===== config.mk =====
export PLATFORM = sky130hd
export DESIGN_NAME = disp_frame_sequencer
export DESIGN_NICKNAME = d
export VERILOG_FILES = /design/src/rtl/disp_frame_sequencer.sv
export SDC_FILE = /design/constraint.sdc
export NUM_CORES = 1
export LEC_CHECK = 0
export ABC_AREA = 1
export BUFFER_PORTS_ARGS = -buffer_cell sky130_fd_sc_hd__clkbuf_2
export CAP_MARGIN = 20
export CORE_MARGIN = 1.5
export CORE_UTILIZATION = 50
export DETAILED_ROUTE_END_ITERATION = 16
export PLACE_DENSITY = 0.79
export SYNTH_ARGS = -nofsm -noshare
export SYNTH_HDL_FRONTEND = slang
export SYNTH_SLANG_ARGS = --single-unit

===== constraint.sdc =====
create_clock -name clk -period 3.2 [get_ports clk]
set_input_delay 0.16 -clock clk [delete_from_list [all_inputs] [get_ports clk]]
set_output_delay 0.16 -clock clk [all_outputs]
set_load 0.03 [all_outputs]

===== src/rtl/disp_frame_sequencer.sv =====
// Per-frame req/ack initiator toward the game controller, with frame-boundary screen-mode latching.
// Optional macro DISP_SEQ_TIMEOUT_EN adds a REQ-phase timeout abort after TIMEOUT_CYC cycles.
module disp_frame_sequencer #(
    parameter int unsigned CNT_W        = 8,
    parameter int unsigned BLINK_FRAMES = 30,
    parameter int unsigned MISS_W       = 4,
    parameter int unsigned TIMEOUT_CYC  = 4096
) (
    input  logic              clk,
    input  logic              rst,
    input  logic              i_vsync_start,
    input  logic              i_vblank,
    output logic              o_req,
    input  logic              i_ack,
    input  logic              i_startgame,
    input  logic              i_endgame,
    output logic              o_frame_valid,
    output logic [1:0]        o_screen_mode,
    output logic [CNT_W-1:0]  o_frame_cnt,
    output logic              o_blink,
    output logic [MISS_W-1:0] o_miss_cnt,
    output logic              o_busy
);

    localparam int unsigned BW = (BLINK_FRAMES > 1) ? $clog2(BLINK_FRAMES) : 1;

    localparam logic [1:0] ModeTitle    = 2'd0;
    localparam logic [1:0] ModePlay     = 2'd1;
    localparam logic [1:0] ModeGameOver = 2'd2;

    typedef enum logic [1:0] {StIdle, StReq, StAckLo} state_e;

    state_e            state_q, state_d;
    logic              req_q, req_d;
    logic              fv_q, fv_d;
    logic [1:0]        mode_q, mode_d;
    logic [1:0]        pending_q, pending_d;
    logic [CNT_W-1:0]  cnt_q, cnt_d;
    logic              blink_q, blink_d;
    logic [BW-1:0]     blink_cnt_q, blink_cnt_d;
    logic [MISS_W-1:0] miss_q, miss_d;
    logic              busy_q, busy_d;
    logic              accept, abort, miss_inc, timeout;

`ifdef DISP_SEQ_TIMEOUT_EN
    localparam int unsigned TW = (TIMEOUT_CYC > 1) ? $clog2(TIMEOUT_CYC) : 1;
    logic [TW-1:0] tmo_q, tmo_d;

    // tmo_q holds the index of the current REQ cycle; zero on REQ entry.
    assign timeout = (state_q == StReq) && (tmo_q == TW'(TIMEOUT_CYC - 1));
    assign tmo_d   = (state_q == StReq) ? tmo_q + 1'b1 : '0;

    always_ff @(posedge clk) begin
        if (rst) tmo_q <= '0;
        else     tmo_q <= tmo_d;
    end
`else
    assign timeout = 1'b0;
`endif

    always_comb begin
        state_d = state_q;
        req_d   = req_q;
        fv_d    = 1'b0;
        accept  = 1'b0;
        abort   = 1'b0;
        unique case (state_q)
            StIdle: begin
                if (i_vsync_start) begin
                    state_d = StReq;
                    req_d   = 1'b1;
                end
            end
            StReq: begin
                // Ack takes priority over both vblank end and timeout.
                if (i_ack) begin
                    accept  = 1'b1;
                    fv_d    = 1'b1;
                    req_d   = 1'b0;
                    state_d = StAckLo;
                end else if (!i_vblank || timeout) begin
                    abort   = 1'b1;
                    req_d   = 1'b0;
                    state_d = StAckLo;
                end
            end
            StAckLo: begin
                if (!i_ack) state_d = StIdle;
            end
            default: begin
                state_d = StIdle;
                req_d   = 1'b0;
            end
        endcase
        busy_d = (state_d != StIdle);
    end

    always_comb begin
        pending_d = pending_q;
        if (i_endgame)        pending_d = ModeGameOver;
        else if (i_startgame) pending_d = ModePlay;

        mode_d      = mode_q;
        cnt_d       = cnt_q;
        blink_d     = blink_q;
        blink_cnt_d = blink_cnt_q;
        if (accept) begin
            mode_d = pending_d;
            cnt_d  = cnt_q + 1'b1;
            if (blink_cnt_q == BW'(BLINK_FRAMES - 1)) begin
                blink_cnt_d = '0;
                blink_d     = ~blink_q;
            end else begin
                blink_cnt_d = blink_cnt_q + 1'b1;
            end
        end

        // An abort coinciding with an ignored vsync counts as a single miss.
        miss_inc = abort || (i_vsync_start && (state_q != StIdle));
        miss_d   = miss_q;
        if (miss_inc && (miss_q != {MISS_W{1'b1}})) miss_d = miss_q + 1'b1;
    end

    always_ff @(posedge clk) begin
        if (rst) begin
            state_q     <= StIdle;
            req_q       <= 1'b0;
            fv_q        <= 1'b0;
            mode_q      <= ModeTitle;
            pending_q   <= ModeTitle;
            cnt_q       <= '0;
            blink_q     <= 1'b0;
            blink_cnt_q <= '0;
            miss_q      <= '0;
            busy_q      <= 1'b0;
        end else begin
            state_q     <= state_d;
            req_q       <= req_d;
            fv_q        <= fv_d;
            mode_q      <= mode_d;
            pending_q   <= pending_d;
            cnt_q       <= cnt_d;
            blink_q     <= blink_d;
            blink_cnt_q <= blink_cnt_d;
            miss_q      <= miss_d;
            busy_q      <= busy_d;
        end
    end

    assign o_req         = req_q;
    assign o_frame_valid = fv_q;
    assign o_screen_mode = mode_q;
    assign o_frame_cnt   = cnt_q;
    assign o_blink       = blink_q;
    assign o_miss_cnt    = miss_q;
    assign o_busy        = busy_q;

endmodule

==> run summary, run 1 <==
Along the worst path, the maximum fanout reaches 11. The max capacitance violation total came out at 0. The number of enable-type register cells in the synthesized netlist is 0. The top-level I/O count is 25. The count of final max-slew check failures came to 0. The post-CTS setup buffer count is 0. The total number of placement rows is 17.

The register bit total from synthesis came out at 27. The number of hold buffers added after cts is 0. The global placer's final weighted congestion came out at 0.798.

The via count of the first global-routing pass is 922. The number of H-tree branching levels is 1. Sorting the synthesized cells by how often they occur yields nand2_1, dfxtp_1, nor2_1. The minimum period implied by the final worst setup slack is 1.33 ns.

The filler cell count is 208. The register area came out at 541 um^2. In this run the worst hold path is classified as in -> reg. The clock latency at the later pin of the worst-skew pair came out at 0.32 ns. The met3 track utilization from global routing came out at 0.0257. By startpoint and endpoint, the worst setup path is classified as reg -> reg. The layer flagged by global routing as most heavily used is met2. The synthesized net count came out at 177. The total track usage is 0.190. In the final routed layout, each cell accounts on average for 10.8 um. Entering global routing, the biggest net connects 15 pins. Of the total power, combinational logic draws 0.127. The antenna violation net count after detailed routing came out at 0.

Setup repair after global routing left no endpoint under its margin. Yosys attributes the largest share of cell area to dfxtp_1, nand2_1, nor2_1, a21oi_1, nand3_1. The repair_antennas step left the layout with diodes totalling 0. The maximum achievable frequency is 0.752 GHz. The async set-or-reset flop fraction in the synthesized netlist is 0.

Of the cells placed in the final design, the portion with a size suffix greater than 1 is 0.215. The quantity of I/O buffers inserted on ports came out at 24. The total via count in the routed design came out at 1063. The vertical die dimension came out at 52.6 um. The fraction of power consumed by the clock network is 0.250. For this configuration, the core starts out at a cell density of 0.540. The area of the die came out at 2760 um^2. For this run, the post-layout net count is 203.

After floorplanning, the core was sized to cover 2280 um^2. The final wirelength is 2370 um. The flow ran to the end, and the final reports show no timing, DRC or antenna violations. The internal portion of total power is 0.420 mW. The net switching power is 0.154 mW.

Once layout is complete, the utilization of the core stands at 0.611. The sequential area share after synthesis is 0.440. The maximum buffer depth of the clock tree came out at 2. The mean post-synth cell area is 7.40 um^2. The critical path data required time is 3.47 ns. The power per cell area is 413 nW/um^2. The switching portion of total power is 0.268. The maximum clock skew at final layout came out at 0.00189 ns. The number of iterations in the first detailed-routing pass came out at 4. The total count of hold-check failures in the final report is 0.

TritonCTS built the clock tree. After detailed routing, the number of vias per cell comes to 4.85. The clock slew at the register clock pins of the worst setup and hold paths came out at 0.13 ns. The sequential share of power is 0.624.

The area growth from synthesis to final layout came out at 13.1%. The most used flip-flop cell after synthesis is dfxtp_1. The portion of synthesized cell area occupied by the leading cell type is 0.440. The overall overflow remaining after global route is 0.

The library cell with the largest summed area after synthesis is dfxtp_1. STA classifies the critical path endpoint as a register. The total of warnings raised by yosys is 0. In this run the clock root is driven by a clkbuf_4. At the pin with the least slew margin, the transition time is 0.406 ns. The distinct cell type count after synthesis is 29.

The met2 capacity usage during global routing came out at 0.298. The initial antenna violation count came out at 0. For this design, the sink count on the clock tree is 27. The number of clock buffers added by TritonCTS is 3. For met1 alone, demand over resource in global routing was 0.257. The static power due to leakage is 0.661 nW. The initial DRC count came out at 25. The number of instances in the synthesized netlist came out at 166. The final setup violation count came out at 0.

After legalization and detailed placement, the total HPWL measured 1790 um. The worst setup path is launched from a register. The residual DRC count came out at 0. The most instantiated library cell after synthesis is nand2_1. The number of gates given a new drive strength after cts came out at 0. The first global-routing pass estimated 3850 um of wire.

The part of the cycle the worst path needs is 0.416. The synthesized cell area is 1230 um^2. In this run the tightest slew margin relative to its limit is 0.729.

The arrival time of the worst setup path is 1.60 ns. The peak supply drop is 0.261 mV. The horizontal extent of the die is 52.6 um. The sum of negative setup slack came out at 0 ns.

The area used by multi-input combinational logic is 594 um^2.
-- placed cells by master, fill, tap and decap left out, drive strengths merged, types with 3 or more instances in the layout --
cell type and n:
nand2 37, nor2 29, clkbuf 28, dfxtp 27
inv 19, nand3 14, a21oi 14, o21ai 6
ha 4, nand4 3
-- stage by stage --
| step | cell area, um^2 | instances | setup slack (ns) | hold WS, ns | total power [mW] |
|---|---|---|---|---|---|
| floorplan | 1230 | 166 | 1.84 | 0.239 | 0.418 |
| global placement | 1360 | 215 | 1.98 | 0.365 | 0.435 |
| detailed placement | 1360 | 215 | 1.88 | 0.370 | 0.439 |
| CTS | 1390 | 219 | 1.87 | 0.00860 | 0.582 |
| global route | 1390 | 219 | 1.73 | 0.0115 | 0.602 |
| finish | 1390 | 219 | 1.87 | 0.0187 | 0.575 |
-- final timing paths --
check                           slack (ns)       start  cells past startpoint             end
worst max-delay path                  1.87  state_q[0]                      6  o_frame_cnt[7]
worst min-delay path                  0.02   i_endgame                      2    pending_q[0]
worst max register to register        1.87  state_q[0]                      6  o_frame_cnt[7]
worst min register to register        0.48     o_blink                      2         o_blink
-- routing by layer --
layer  part of all wire  vias to the layer above
met4              0.015                        0
met3              0.046                        4
li1                   -                      579
met2               0.45                       26
met1               0.48                      454
met5                  0                        -
-- cell families (layout without fill, tap and decap cells) --
group                    Yosys count  in the layout  share of synthesized area
AND/OR/NAND/NOR                   87             87                      0.319
XOR/XNOR                           3              3                     0.0214
AO/OA/AOI/OAI                     23             23                      0.103
flip-flops                        27             27                      0.440
buffers and inverters             22             47                     0.0764
adder cells (fa/ha/maj)            4              4                     0.0407
-- power by group through the flow --
stage / Clock [mW] / Sequential [mW] / Combinational [mW]
after floorplan: 0 / 0.378 / 0.0402
after global placement: 0 / 0.364 / 0.0710
after detailed placement: 0 / 0.366 / 0.0730
after CTS: 0.151 / 0.358 / 0.0733
after global routing: 0.160 / 0.360 / 0.0817
final: 0.143 / 0.358 / 0.0729
-- final cells by class --
type,instances,area share
multi-input cells,117,0.428
flip-flops and latches,27,0.389
repair buffers,24,0.0864
inverters,19,0.0531
well taps,28,0.0252
clock buffers,4,0.0189
-- state kept, by name (all words and copies together) (netlist names) --
name,cells
o_miss_cnt,4
state_q,2
o_busy,1
o_screen_mode,2
blink_cnt_q,5
o_frame_cnt,8
o_blink,1
o_req,1
pending_q,2
o_frame_valid,1
-- critical path, stage by stage, from the launching register on --
cell and delay [ns]:
dfxtp_1 0.43, nand3_2 0.28, nor2_2 0.28, nand3_1 0.11
nand2_1 0.07, nand2_1 0.04, nor2_1 0.07
Power figures use the tool's default switching activity.
==> inputs of run 2 (changes only) <==
Settings changed: ABC_AREA 1 to 0.
Clock period 3.2 ns to 1.35 ns, I/O delays scaled along.
==> run 2 against run 1 <==
Compared with the run above:
- worst setup slack worse by 1.8 ns
- utilization grew 5.3 points
- largest power group unchanged
- clock power rose to 2.5 times the previous value
- critical path type unchanged
- critical endpoint is now blink_cnt_q[4]
- hold slack gained 0.034 ns
- die area decreased by 4.1%
- maximum frequency rose by 2.6%
- synthesized area down 4.4%
==> run summary, run 2 <==
The peak supply drop came out at 0.732 mV. The share of total power in combinational logic came out at 0.135. The run finished with clean final reports. The root buffer cell is clkbuf_4. The most instantiated library cell after synthesis is dfxtp_1. The internal portion of total power came out at 1.02 mW. The fraction of power consumed by the clock network came out at 0.258. The clock latency at the later pin of the worst-skew pair is 0.33 ns.

The die is 51.5 um wide. The maximum buffer depth of the clock tree is 2. Each instance of the synthesized netlist takes up on average 8.83 um^2. The biggest area contributor in the post-synthesis netlist is dfxtp_1.

The post-synthesis share of cell area spent on xor and xnor gates is 0.0596. The portion of synthesized cell area occupied by the leading cell type came out at 0.460. The register bit total from synthesis came out at 27. STA puts the critical path data arrival time at 1.55 ns.

The Yosys step of the flow raised 0 warnings. The max capacitance violation total came out at 0. Of the total power, the share spent switching nets is 0.269. The total count of hold-check failures in the final report is 0. The share of synthesized area spent on multiplexers came out at 0.0181. The fraction of final layout cells sized beyond drive strength 1 is 0.339. The static power due to leakage came out at 0.609 nW. The vertical die dimension is 51.5 um. The die covers 2650 um^2. The sequential share of power is 0.606. The initial DRC count came out at 27. The fraction of the mapped netlist area in adder cells came out at 0.0426. The overall overflow remaining after global route is 0. The initialized floorplan defines 17 standard-cell rows.

The maximum achievable frequency came out at 0.772 GHz. The area growth from synthesis to final layout is 25.0%. The area share of and/or/nand/nor cells after synthesis came out at 0.242. The clock slew at the register clock pins of the worst setup and hold paths is 0.15 ns.

The count of final max-slew check failures came out at 0. By count the netlist is led by dfxtp_1, nor2_1, a21oi_1. Buffers placed on the I/O ports in this run total 24. The critical path data required time is 1.61 ns.

After legalization and detailed placement, the total HPWL measured 1670 um. The minimum period implied by the final worst setup slack came out at 1.30 ns. Synthesis instantiated 32 different standard cells from the library.

The mean number of vias per cell came out at 5.37. Leaving out fill and tap cells, the most frequent cell in the layout is clkbuf_2. The global placer's final weighted congestion is 0.798. The count of inserted antenna diode cells came out at 0. In the global route stage, overall resource usage came out at 0.199.

The synthesized net count is 144. The sequential area share after synthesis came out at 0.460. The final layout contains 177 nets. With fillers left out, the area of the finished cells amounts to 1470 um^2.

The power consumption is 1.39 mW. The delay of the slowest cell on the worst path is 0.40 ns. Once detail routing completed, the nets flagged for antenna violations numbered 0.

After detailed routing, the number of remaining DRC violations is 0. The register with the most flip-flops in the layout has 8 of them. The standard cell core area is 2210 um^2. The cell area that synthesis handed to floorplanning was 1170 um^2. The initial antenna violation count is 0. The effective utilization at floorplan came out at 0.531. The via count of the first global-routing pass came out at 968.

The path class of the tightest hold or removal check is in -> reg. Entering global routing, the biggest net connects 28 pins. The pre-antenna-repair detailed-routing pass consisted of 4 iterations.

The net switching power came out at 0.374 mW. The number of H-tree branching levels came out at 1. The headroom to the max-slew limit came out at 0.640. The power per cell area came out at 947 nW/um^2. The top-level I/O count is 25. The number of clock buffers inserted by TritonCTS came out at 3.

Traced cell by cell, the critical path runs through and3b_2 > nand2_4 > or3_1 > a21oi_1. By area, the combinational part of the netlist is dominated by simple AND/OR/NAND/NOR gates. Ranked by total cell area, the synthesized netlist is headed by dfxtp_1, a21oi_1, nor2_1, ha_1, xor2_1. The slew at the pin with the worst max-slew slack is 0.540 ns. The number of clock sinks came out at 27. The async set-or-reset flop fraction in the synthesized netlist came out at 0. In the synthesized netlist the dominant register cell turns out to be dfxtp_1. The clock arrives with 0.0118 ns of skew.

The part of the cycle the worst path needs is 0.960. Setup repair after global routing could not meet its margin everywhere. The share of the synthesized area in compound gates (AO/OA/AOI/OAI) came out at 0.132. The wire length of the first global-routing pass came out at 3950 um. The total cell area at the placement stage is 1350 um^2. The type of the worst setup path is reg -> reg.

Dividing the detail-routed wire length by the instance count gives 12.3 um. STA classifies the critical path startpoint as a register. TritonCTS built the clock tree. The largest driver fanout on the critical path is 8. Leaving out fill and tap cells, the most frequent cells in the layout are clkbuf_2, dfxtp_1, nor2_1. The final setup violation count is 0.

The total via count in the routed design is 1036. Yosys mapped a number of flops with a built-in enable equal to 0. The worst setup path is captured at a register. The final wirelength is 2370 um. The slowest stage of the critical path is the dfxtp_4 cell. Synthesis produced a netlist whose cell count is 133.
[run 2: cell count changes after synthesis, moves of 2 or more]
cell      delta
nand2_1     -27
inv_1       -12
nand3_1      -9
nor2_1       -8
nor3_1       +7
or3_1        +5
nor2_2       -4
clkbuf_1     +3
inv_2        -3
nand2_2      -3
nand3b_1     +3
o21ai_0      +3
xor2_1       +3
xnor2_1      +2
[run 2: through the flow]
step / setup WS [ns] / instances / TNS [ns] / hold WS, ns / utilization
3_5_place_dp: -0.0530 / 186 / -0.0530 / 0.284 / 0.611
3_3_place_gp: 0.0523 / 186 / 0 / 0.270 / 0.611
6_report: 0.0542 / 193 / 0 / 0.0529 / 0.664
4_1_cts: 0.00235 / 192 / 0 / 0.0295 / 0.633
2_1_floorplan: 0.00745 / 133 / 0 / 0.147 / -
5_1_grt: -0.0327 / 193 / -0.0559 / 0.0694 / 0.664
[run 2: cells by family (layout without fill, tap and decap cells)]
kind of cell / count (synthesis) / in the layout
muxes: 2 / 2
adders and majority gates: 4 / 4
and+or+nand+nor: 54 / 54
buffers and inverters: 10 / 42
DFF: 27 / 27
xor gates and xnor gates: 8 / 8
AOI/OAI and AO/OA: 28 / 28
[run 2: path summary, 6_finish.rpt]
check	cells after the start	slack [ns]	start	to
max	4	0.05	state_q[1]	blink_cnt_q[4]
min	3	0.05	i_startgame	pending_q[0]
max reg2reg	4	0.05	state_q[1]	blink_cnt_q[4]
min reg2reg	1	0.48	state_q[1]	state_q[0]
[run 2: metal layers]
layer  wire length (um)  vias to the layer above  global-route usage
met1               1080                      483               0.224
met2               1180                       17               0.372
met4                 36                        0              0.0789
met3                 61                        5              0.0263
li1                   -                      531                   -
met5                  0                        -                   0
[run 2: power by group through the flow]
stage | clock (mW) | combinational [mW] | sequential, mW
after global placement | 0 | 0.165 | 0.857
final | 0.359 | 0.189 | 0.844
after detailed placement | 0 | 0.169 | 0.859
after floorplan | 0 | 0.0879 | 0.885
after global routing | 0.401 | 0.210 | 0.847
after CTS | 0.365 | 0.176 | 0.842
[run 2: repair_timing]
action,in CTS,in global routing
hold buffers,1,0
pin swaps,1,4
setup endpoints to repair,1,10
cloned,0,0
setup buffers,1,1
endpoints found under the hold margin,1,0
resized for setup,1,18
[run 2: cell type report]
cell class	count	area (um^2)
clock buffer	3	22.5
clock inverter	1	6.26
fill	191	743
inverter	3	11.3
multi-input combinational	96	632
sequential	27	553
tap	28	35.0
timing repair buffer	35	209
[run 2: critical path, delay by kind of cell, from the launching register on]
kind / cells / cell delay (ns)
flip-flops: 1 / 0.40
AND/OR/NAND/NOR: 3 / 0.69
AO/OA/AOI/OAI: 1 / 0.14
